## src/rtl/fixed_point_pkg.sv

```systemverilog
// Shared types and helpers for the fixed-point arithmetic datapaths (multiplier and divider).
package fixed_point_pkg;

    typedef enum logic [1:0] {
        IDLE,
        CALC,
        FIX,
        DONE
    } div_state_e;

    localparam int TWOS_MAX_WIDTH = 64;

    // Two's-complement negation of the low 'width' bits; higher bits are cleared.
    function automatic logic [TWOS_MAX_WIDTH-1:0] twos_neg(
        input logic [TWOS_MAX_WIDTH-1:0] value,
        input int                        width
    );
        logic [TWOS_MAX_WIDTH-1:0] mask;
        mask = (width >= TWOS_MAX_WIDTH) ? '1
             : ((TWOS_MAX_WIDTH'(1) << width) - TWOS_MAX_WIDTH'(1));
        return (~value + TWOS_MAX_WIDTH'(1)) & mask;
    endfunction

endpackage

```

## src/rtl/seq_signed_divider_abs.sv

```systemverilog
// Combinational sign/magnitude split of a two's-complement value.
// The magnitude is unsigned, so the most negative input maps to 2**(WIDTH-1) without an extra bit.
module twos_comp_abs #(
    parameter int WIDTH = 16
) (
    input  logic [WIDTH-1:0] value,
    output logic [WIDTH-1:0] magnitude,
    output logic             sign
);
    import fixed_point_pkg::*;

    always_comb begin
        sign      = value[WIDTH-1];
        magnitude = sign ? WIDTH'(twos_neg(TWOS_MAX_WIDTH'(value), WIDTH)) : value;
    end

endmodule

```

## src/rtl/seq_signed_divider.sv

```systemverilog
// Multi-cycle signed divider: restoring radix-2 on magnitudes, one quotient bit per clock,
// sign fix-up in a final cycle. Divide-by-zero and MIN/-1 bypass the iteration.
module seq_signed_divider #(
    parameter int DIVIDEND_WIDTH = 32,
    parameter int DIVISOR_WIDTH  = 16
) (
    input  logic                      clk,
    input  logic                      rst_n,
    input  logic                      in_valid,
    output logic                      in_ready,
    input  logic [DIVIDEND_WIDTH-1:0] dividend,
    input  logic [DIVISOR_WIDTH-1:0]  divisor,
    output logic                      out_valid,
    input  logic                      out_ready,
    output logic [DIVIDEND_WIDTH-1:0] quotient,
    output logic [DIVISOR_WIDTH-1:0]  remainder,
    output logic                      div_by_zero,
    output logic                      overflow
);
    import fixed_point_pkg::*;

    localparam int DW    = DIVIDEND_WIDTH;
    localparam int SW    = DIVISOR_WIDTH;
    localparam int CNT_W = $clog2(DW + 1);
    localparam logic [DW-1:0] DVD_MIN = {1'b1, {(DW-1){1'b0}}};

    div_state_e     state;
    logic [DW-1:0]  dvd_shift;
    logic [SW:0]    part_rem;
    logic [SW-1:0]  dsr_mag;
    logic           q_neg;
    logic           r_neg;
    logic [CNT_W-1:0] iter_cnt;

    logic [DW-1:0]  dvd_mag_in;
    logic           dvd_sign;
    logic [SW-1:0]  dsr_mag_in;
    logic           dsr_sign;
    logic [SW+1:0]  shifted;
    logic [SW+1:0]  trial;
    logic           is_zero_div;
    logic           is_overflow;

    twos_comp_abs #(.WIDTH(DW)) u_dvd_abs (
        .value     (dividend),
        .magnitude (dvd_mag_in),
        .sign      (dvd_sign)
    );

    twos_comp_abs #(.WIDTH(SW)) u_dsr_abs (
        .value     (divisor),
        .magnitude (dsr_mag_in),
        .sign      (dsr_sign)
    );

    // dvd_shift feeds dividend bits out of its MSB and takes quotient bits in at its LSB.
    always_comb begin
        shifted     = {part_rem, dvd_shift[DW-1]};
        trial       = shifted - {2'b00, dsr_mag};
        is_zero_div = (divisor == '0);
        is_overflow = (dividend == DVD_MIN) && (divisor == '1);
        in_ready    = (state == IDLE);
        out_valid   = (state == DONE);
    end

    always_ff @(posedge clk or negedge rst_n) begin
        if (!rst_n) begin
            state       <= IDLE;
            dvd_shift   <= '0;
            part_rem    <= '0;
            dsr_mag     <= '0;
            q_neg       <= 1'b0;
            r_neg       <= 1'b0;
            iter_cnt    <= '0;
            quotient    <= '0;
            remainder   <= '0;
            div_by_zero <= 1'b0;
            overflow    <= 1'b0;
        end else begin
            case (state)
                IDLE: begin
                    if (in_valid) begin
                        dvd_shift <= dvd_mag_in;
                        dsr_mag   <= dsr_mag_in;
                        part_rem  <= '0;
                        q_neg     <= dvd_sign ^ dsr_sign;
                        r_neg     <= dvd_sign;
                        iter_cnt  <= CNT_W'(DW);
                        if (is_zero_div) begin
                            quotient    <= '1;
                            remainder   <= dividend[SW-1:0];
                            div_by_zero <= 1'b1;
                            overflow    <= 1'b0;
                            state       <= DONE;
                        end else if (is_overflow) begin
                            quotient    <= DVD_MIN;
                            remainder   <= '0;
                            div_by_zero <= 1'b0;
                            overflow    <= 1'b1;
                            state       <= DONE;
                        end else begin
                            div_by_zero <= 1'b0;
                            overflow    <= 1'b0;
                            state       <= CALC;
                        end
                    end
                end
                CALC: begin
                    dvd_shift <= {dvd_shift[DW-2:0], ~trial[SW+1]};
                    part_rem  <= trial[SW+1] ? shifted[SW:0] : trial[SW:0];
                    iter_cnt  <= iter_cnt - CNT_W'(1);
                    if (iter_cnt == CNT_W'(1)) begin
                        state <= FIX;
                    end
                end
                FIX: begin
                    quotient  <= q_neg ? DW'(twos_neg(TWOS_MAX_WIDTH'(dvd_shift), DW)) : dvd_shift;
                    remainder <= r_neg ? SW'(twos_neg(TWOS_MAX_WIDTH'(part_rem[SW-1:0]), SW))
                                       : part_rem[SW-1:0];
                    state     <= DONE;
                end
                DONE: begin
                    if (out_ready) begin
                        state <= IDLE;
                    end
                end
                default: state <= IDLE;
            endcase
        end
    end

endmodule

```

## config.mk

```make
export PLATFORM = sky130hd
export DESIGN_NAME = seq_signed_divider
export DESIGN_NICKNAME = d
export VERILOG_FILES = /design/src/rtl/fixed_point_pkg.sv /design/src/rtl/seq_signed_divider_abs.sv /design/src/rtl/seq_signed_divider.sv
export SDC_FILE = /design/constraint.sdc
export NUM_CORES = 1
export LEC_CHECK = 0
export ABC_AREA = 1
export CAP_MARGIN = 25
export CELL_PAD_IN_SITES_DETAIL_PLACEMENT = 1
export CELL_PAD_IN_SITES_GLOBAL_PLACEMENT = 1
export CORE_MARGIN = 1
export CORE_UTILIZATION = 44
export DETAILED_ROUTE_END_ITERATION = 7
export GPL_ROUTABILITY_DRIVEN = 1
export HOLD_SLACK_MARGIN = 0.06
export PLACE_DENSITY_LB_ADDON = 0.12
export SLEW_MARGIN = 20
export SYNTH_ARGS = -nofsm -noshare
export SYNTH_HDL_FRONTEND = slang
export SYNTH_SLANG_ARGS = --single-unit
```

## constraint.sdc

```tcl
create_clock -name clk -period 4.4 [get_ports clk]
set_input_delay 0.88 -clock clk [delete_from_list [all_inputs] [get_ports clk]]
set_output_delay 0.88 -clock clk [all_outputs]
set_load 0.03 [all_outputs]
```

======== Word level (Yosys, flattened, before mapping) ========
Index checks and enable logic that the tools add are counted.
cells by class
  eq/ne operators ......................... 10
  mux-type cells .......................... 28
  reductions and logical operators ........ 9
  add/sub/neg operators ................... 6
  bitwise gates (word level) .............. 6
operators with widths
  cell                                                  count
  2-to-1 mux 32 bit                                     6
  one-hot mux 32 bit (2 select lines)                   2
  2-to-1 mux 16 bit                                     5
  adder 32 x 1 -> 32 bit (second input constant)        2
  NOT 32 bit                                            2
  2-to-1 mux 17 bit                                     2
  one-hot mux 17 bit (2 select lines)                   1
  adder 16 x 1 -> 16 bit (second input constant)        2
  equality test 32 bit (second input constant)          1
  NOT 16 bit                                            2
  one-hot mux 16 bit (2 select lines)                   1
  subtractor 18 x 16 -> 18 bit                          1
  equality test 16 bit (second input constant)          1
  logical NOT 16 bit                                    1
  one-hot mux 6 bit (2 select lines)                    1
  2-to-1 mux 2 bit                                      5
  one-hot mux 2 bit (4 select lines)                    1
  equality test 6 x 1 -> 1 bit (second input constant)  1
  2-to-1 mux 6 bit                                      1
  AND reduction 3 bit                                   2
  subtractor 6 x 1 -> 6 bit (second input constant)     1
  equality test 2 bit (second input constant)           2
  inequality test 2 bit (second input constant)         2
  AND reduction 2 bit                                   2
  other kinds (9)                                       12
storage, ports and cells
  register bits ........................... 125
  output and inout port bits .............. 52
  input bits .............................. 52

======== Logic depth before layout (Yosys ltp) ========
  depth in word-level cells ............... 6
  gate-level depth with buffers ........... 16

======== Modules after synthesis ========
A second synthesis with hierarchy kept.
unflattened totals
  cells, all modules ...................... 1,558
  area, all modules ....................... 9,843.2 µm²
by module, submodules not included
  module                     times used  cells each  area an instance (µm²)
  seq_signed_divider         1           1,248       8,361.8
  twos_comp_abs (u_dvd_abs)  1           219         1,046.0
  twos_comp_abs (u_dsr_abs)  1           91          435.4

======== Worst setup path before layout ========
OpenSTA, ideal clock, no wires.
  path kind ............................... in2reg
  start ................................... input port dividend[0]
  end ..................................... register quotient[14]
  data arrival time ....................... 2.175 ns
  buffers on the path ..................... 1
  cell stages on the path ................. 12
  setup slack ............................. 2.099 ns
  data required time ...................... 4.274 ns
  path through ............................ inv_1 ha_1 nand3_1 nor2_2 nand2_1 nor2_1 nand2_1 nand2_2 nand2_4 nor2_8 buf_6 a21oi_2
between the ends
  word-level cells in the longest chain between the ends .. 4
ends and longest elaborated chain
  element                                          RTL line                   source
  start: declaration                               seq_signed_divider.sv:11   input logic [DIVIDEND_WIDTH-1:0] dividend,
  equality test 32 bit                             seq_signed_divider.sv:61   is_overflow = (dividend == DVD_MIN) && (divisor == '1);
  logical AND 1 bit                                seq_signed_divider.sv:61
  inequality test 3 x 1 -> 1 bit (no source line)  --
  AND reduction 3 bit (no source line)             --
  end signal: assignment                           seq_signed_divider.sv:117  quotient <= q_neg ? DW'(twos_neg(TWOS_MAX_WIDTH'(dvd_shift), DW)) : dvd_shift;
  end: declaration                                 seq_signed_divider.sv:15   output logic [DIVIDEND_WIDTH-1:0] quotient,
Every way passes these cells.
A chain may end at the register's enable or synchronous reset.

======== Worst setup path after layout ========
  start ................................... input port dividend[1]
  end ..................................... register quotient[22]
Same word-level chain as after synthesis.

==> reports/summary.txt <==
status = completed
# diodes = 0
pwr dens = 841.5 nW/um^2
final setup fails = 0
Worst VDD drop = 466.9 uV
largest net degree at the start of global routing = 69
count of different cell masters after synthesis = 42
hold_buf cts = 0
Vert. Die Dim = 148.7 um
Final Hold Viols = 0
RSZ-0062 raised after global routing = no
vias in the first global route = 10,150
CTS buffer count = 17
Antenna Nets Post-Route = 0
I/O Pins = 104
Sink Count = 125
Fin Hold WS = 0.4884 ns
initial antenna violation count = 0
worst skew pair latency = 0.43 ns
via count = 10,040
vias per cell = 5.534
sequential area share after synthesis = 33.04%
die area = 22,110 sq um
DR iter-0 viols = 553
fin crit period = 3.183 ns
slew of the pin with the lowest slew margin = 0.9805 ns
Area Growth Syn to Fin = 18.73%
CTS root buf = clkbuf_16
final slew viol count = 0
Post-Syn Area = 9468 sq um
fin nets = 1,607
# H-tree levels = 4
Yosys warnings = 0
worst slack at placement = 0.7856 ns
Bufs on Longest Clock Path = 2
PortBufs = 103
per-cell routed wire length = 17.23 um
final wirelength = 31,270 um
Setup crit end kind = register
Crit path required time = 4.67 ns
Data arrival, critical path = 3.45 ns
Rows = 53
Crit Path Class = input pin to register
period utilisation layout = 72.35%
setup ws final = 1.217 ns
#FFs+latches synth = 125
post-CTS setup buffer count = 0
final core utilization = 53.30%
first drt pass iteration count = 4
Mapped Cells = 1,446
DRC viols = 0
TritonCTS clock tree = yes
Fin Setup TNS = 0 ns
post-cts sizing count = 0
initial core utilization = 44.90%
Crit-path slowest cell = nor2_8
P_leak = 5.400 nW
Yosys top cell by area = dfrtp_1
Setup Skew = 0.01555 ns
Synth top area share = 33.04%
maximum capacitance violations = 0
f_max = 0.3141 GHz
clock-pin slew of the registers on the worst-case setup and hold paths = 0.06 ns
Die Width = 148.7 um
hold crit path type = register to register
CP peak stage delay = 0.56 ns
Core ar. = 21,090 sq um
Area contributors post-synth = dfrtp_1 (33%), nand2_1 (16%), nand3_1 (9.0%), inv_1 (6.7%), nor2_1 (5.9%)
global-route wire length before repair = 51,940 um
GRT Util Overall = 29.74%
Remaining Overflow, GRT = 0
Net Count, Synth = 1,526
crit path max fanout = 31
Final GP Congestion = 0.9049
dpl hpwl = 24,140 um
slew margin rel. = 34.56%
syn avg cell area = 6.548 sq um
critical-path cell list = clkdlybuf4s50_1 -> inv_1 -> ha_1 -> nand3_1 -> nor2_2 -> nand2_1 -> nor2_1 -> nand2_1 -> nand2_2 -> nand2_4 -> nor2_8 -> a21oi_1
proportion of layout cells with a drive suffix above 1 = 6.623%
most used cell, CP = nand2_1
critical path startpoint category = input pin
final timing paths:
path / depth (start not counted) / start / slack [ns] / to
worst min-delay path: 2 / remainder[11] / 0.49 / remainder[11]
min in group asynchronous: 1 / rst_n / 0.53 / part_rem[11]
max in group asynchronous: 2 / rst_n / 3.03 / dvd_shift[19]
worst min register to register: 2 / remainder[11] / 0.49 / remainder[11]
worst max-delay path: 12 / dividend[1] / 1.22 / quotient[22]
worst max register to register: 7 / state[0] / 1.46 / quotient[22]
report_power, final:
group	switching, mW	internal [mW]	leakage, nW	total [mW]
sequential	0.477	1.71	1.56	2.18
combinational	3.87	1.95	3.55	5.82
clock	0.592	0.863	0.287	1.46
total	4.94	4.52	5.40	9.46
critical path, delay by kind of cell:
| family | cells | cell delay, ns |
|---|---|---|
| buffers and inverters | 2 | 0.55 |
| AOI/OAI and AO/OA | 1 | 0.15 |
| and+or+nand+nor | 8 | 1.59 |
| adders and majority gates | 1 | 0.24 |
layout by cell type, fill, tap and decap left out, types with 3 or more instances in the layout:
master | Yosys | final
nand4_1 | 22 | 22
a21oi_1 | 85 | 85
nand3_2 | 3 | 3
nand2_1 | 398 | 398
nand3b_1 | 5 | 5
nand3_1 | 170 | 170
or2_2 | 3 | 3
o21ai_0 | 108 | 108
xnor2_1 | 8 | 8
dfrtp_1 | 125 | 125
nor3_1 | 13 | 13
nor2_2 | 10 | 10
ha_1 | 27 | 27
o21ai_1 | 7 | 7
inv_6 | 0 | 5
o211ai_1 | 10 | 10
a21oi_2 | 27 | 27
nand2_2 | 6 | 6
nor2_1 | 148 | 148
and2_1 | 4 | 4
o31ai_1 | 5 | 5
inv_1 | 168 | 168
buf_4 | 4 | 9
xor2_1 | 18 | 18
inv_2 | 3 | 3
clkdlybuf4s50_1 | 0 | 102
o22ai_1 | 5 | 5
clkbuf_16 | 0 | 17
o21ai_2 | 3 | 3
Yosys cell counts (all sizes together):
master	number
nand2	405
inv	173
nand3	173
nor2	160
dfrtp	125
o21ai	118
a21oi	112
clkbuf	28
ha	27
buf	22
nand4	22
xor2	18
nor3	13
o211ai	10
xnor2	8
and2	5
nand3b	5
o22ai	5
o31ai	5
or2	3
a22oi	2
a31oi	2
clkinv	2
fa	1
o221ai	1
or3b	1
layer usage:
| layer | up-vias | wire length, um | track usage, % | part of all wire, % |
|---|---|---|---|---|
| met5 | - | 0 | 0 | 0 |
| met4 | 0 | 531 | 8.660 | 1.7 |
| li1 | 4871 | - | - | - |
| met3 | 41 | 1626 | 4.294 | 5.2 |
| met2 | 275 | 14490 | 48.41 | 46 |
| met1 | 4857 | 14620 | 40.78 | 47 |
state kept, by name (all words and copies together) (netlist names), 2 cells and up:
| signal | flops |
|---|---|
| remainder | 16 |
| part_rem | 17 |
| iter_cnt | 6 |
| dsr_mag | 16 |
| state | 2 |
| quotient | 32 |
| dvd_shift | 32 |
logic make-up after synthesis:
kind of cell	synth area share (%)
xor gates and xnor gates	2.405
buffers and inverters	9.911
DFF	33.04
adders and majority gates	3.780
and+or+nand+nor	35.62
AOI/OAI and AO/OA	15.25
stage by stage:
stage	cell area, sq um	power (mW)	instances
4_1_cts	11240	9.489	1815
6_report	11240	9.459	1815
3_5_place_dp	10650	7.974	1783
5_1_grt	11240	10.30	1815
3_3_place_gp	10650	7.769	1783
2_1_floorplan	9468	6.322	1446
final cells by class:
class	count	area, sq um
fillers	2807	9847
multi-input cells	1096	5401
flip-flops and latches	125	3128
repair buffers	112	1109
inverters	175	663.1
clock buffers	19	442.9
well taps	275	344.1
clock inverters	13	152.6
(Power assumes the default switching activity.)
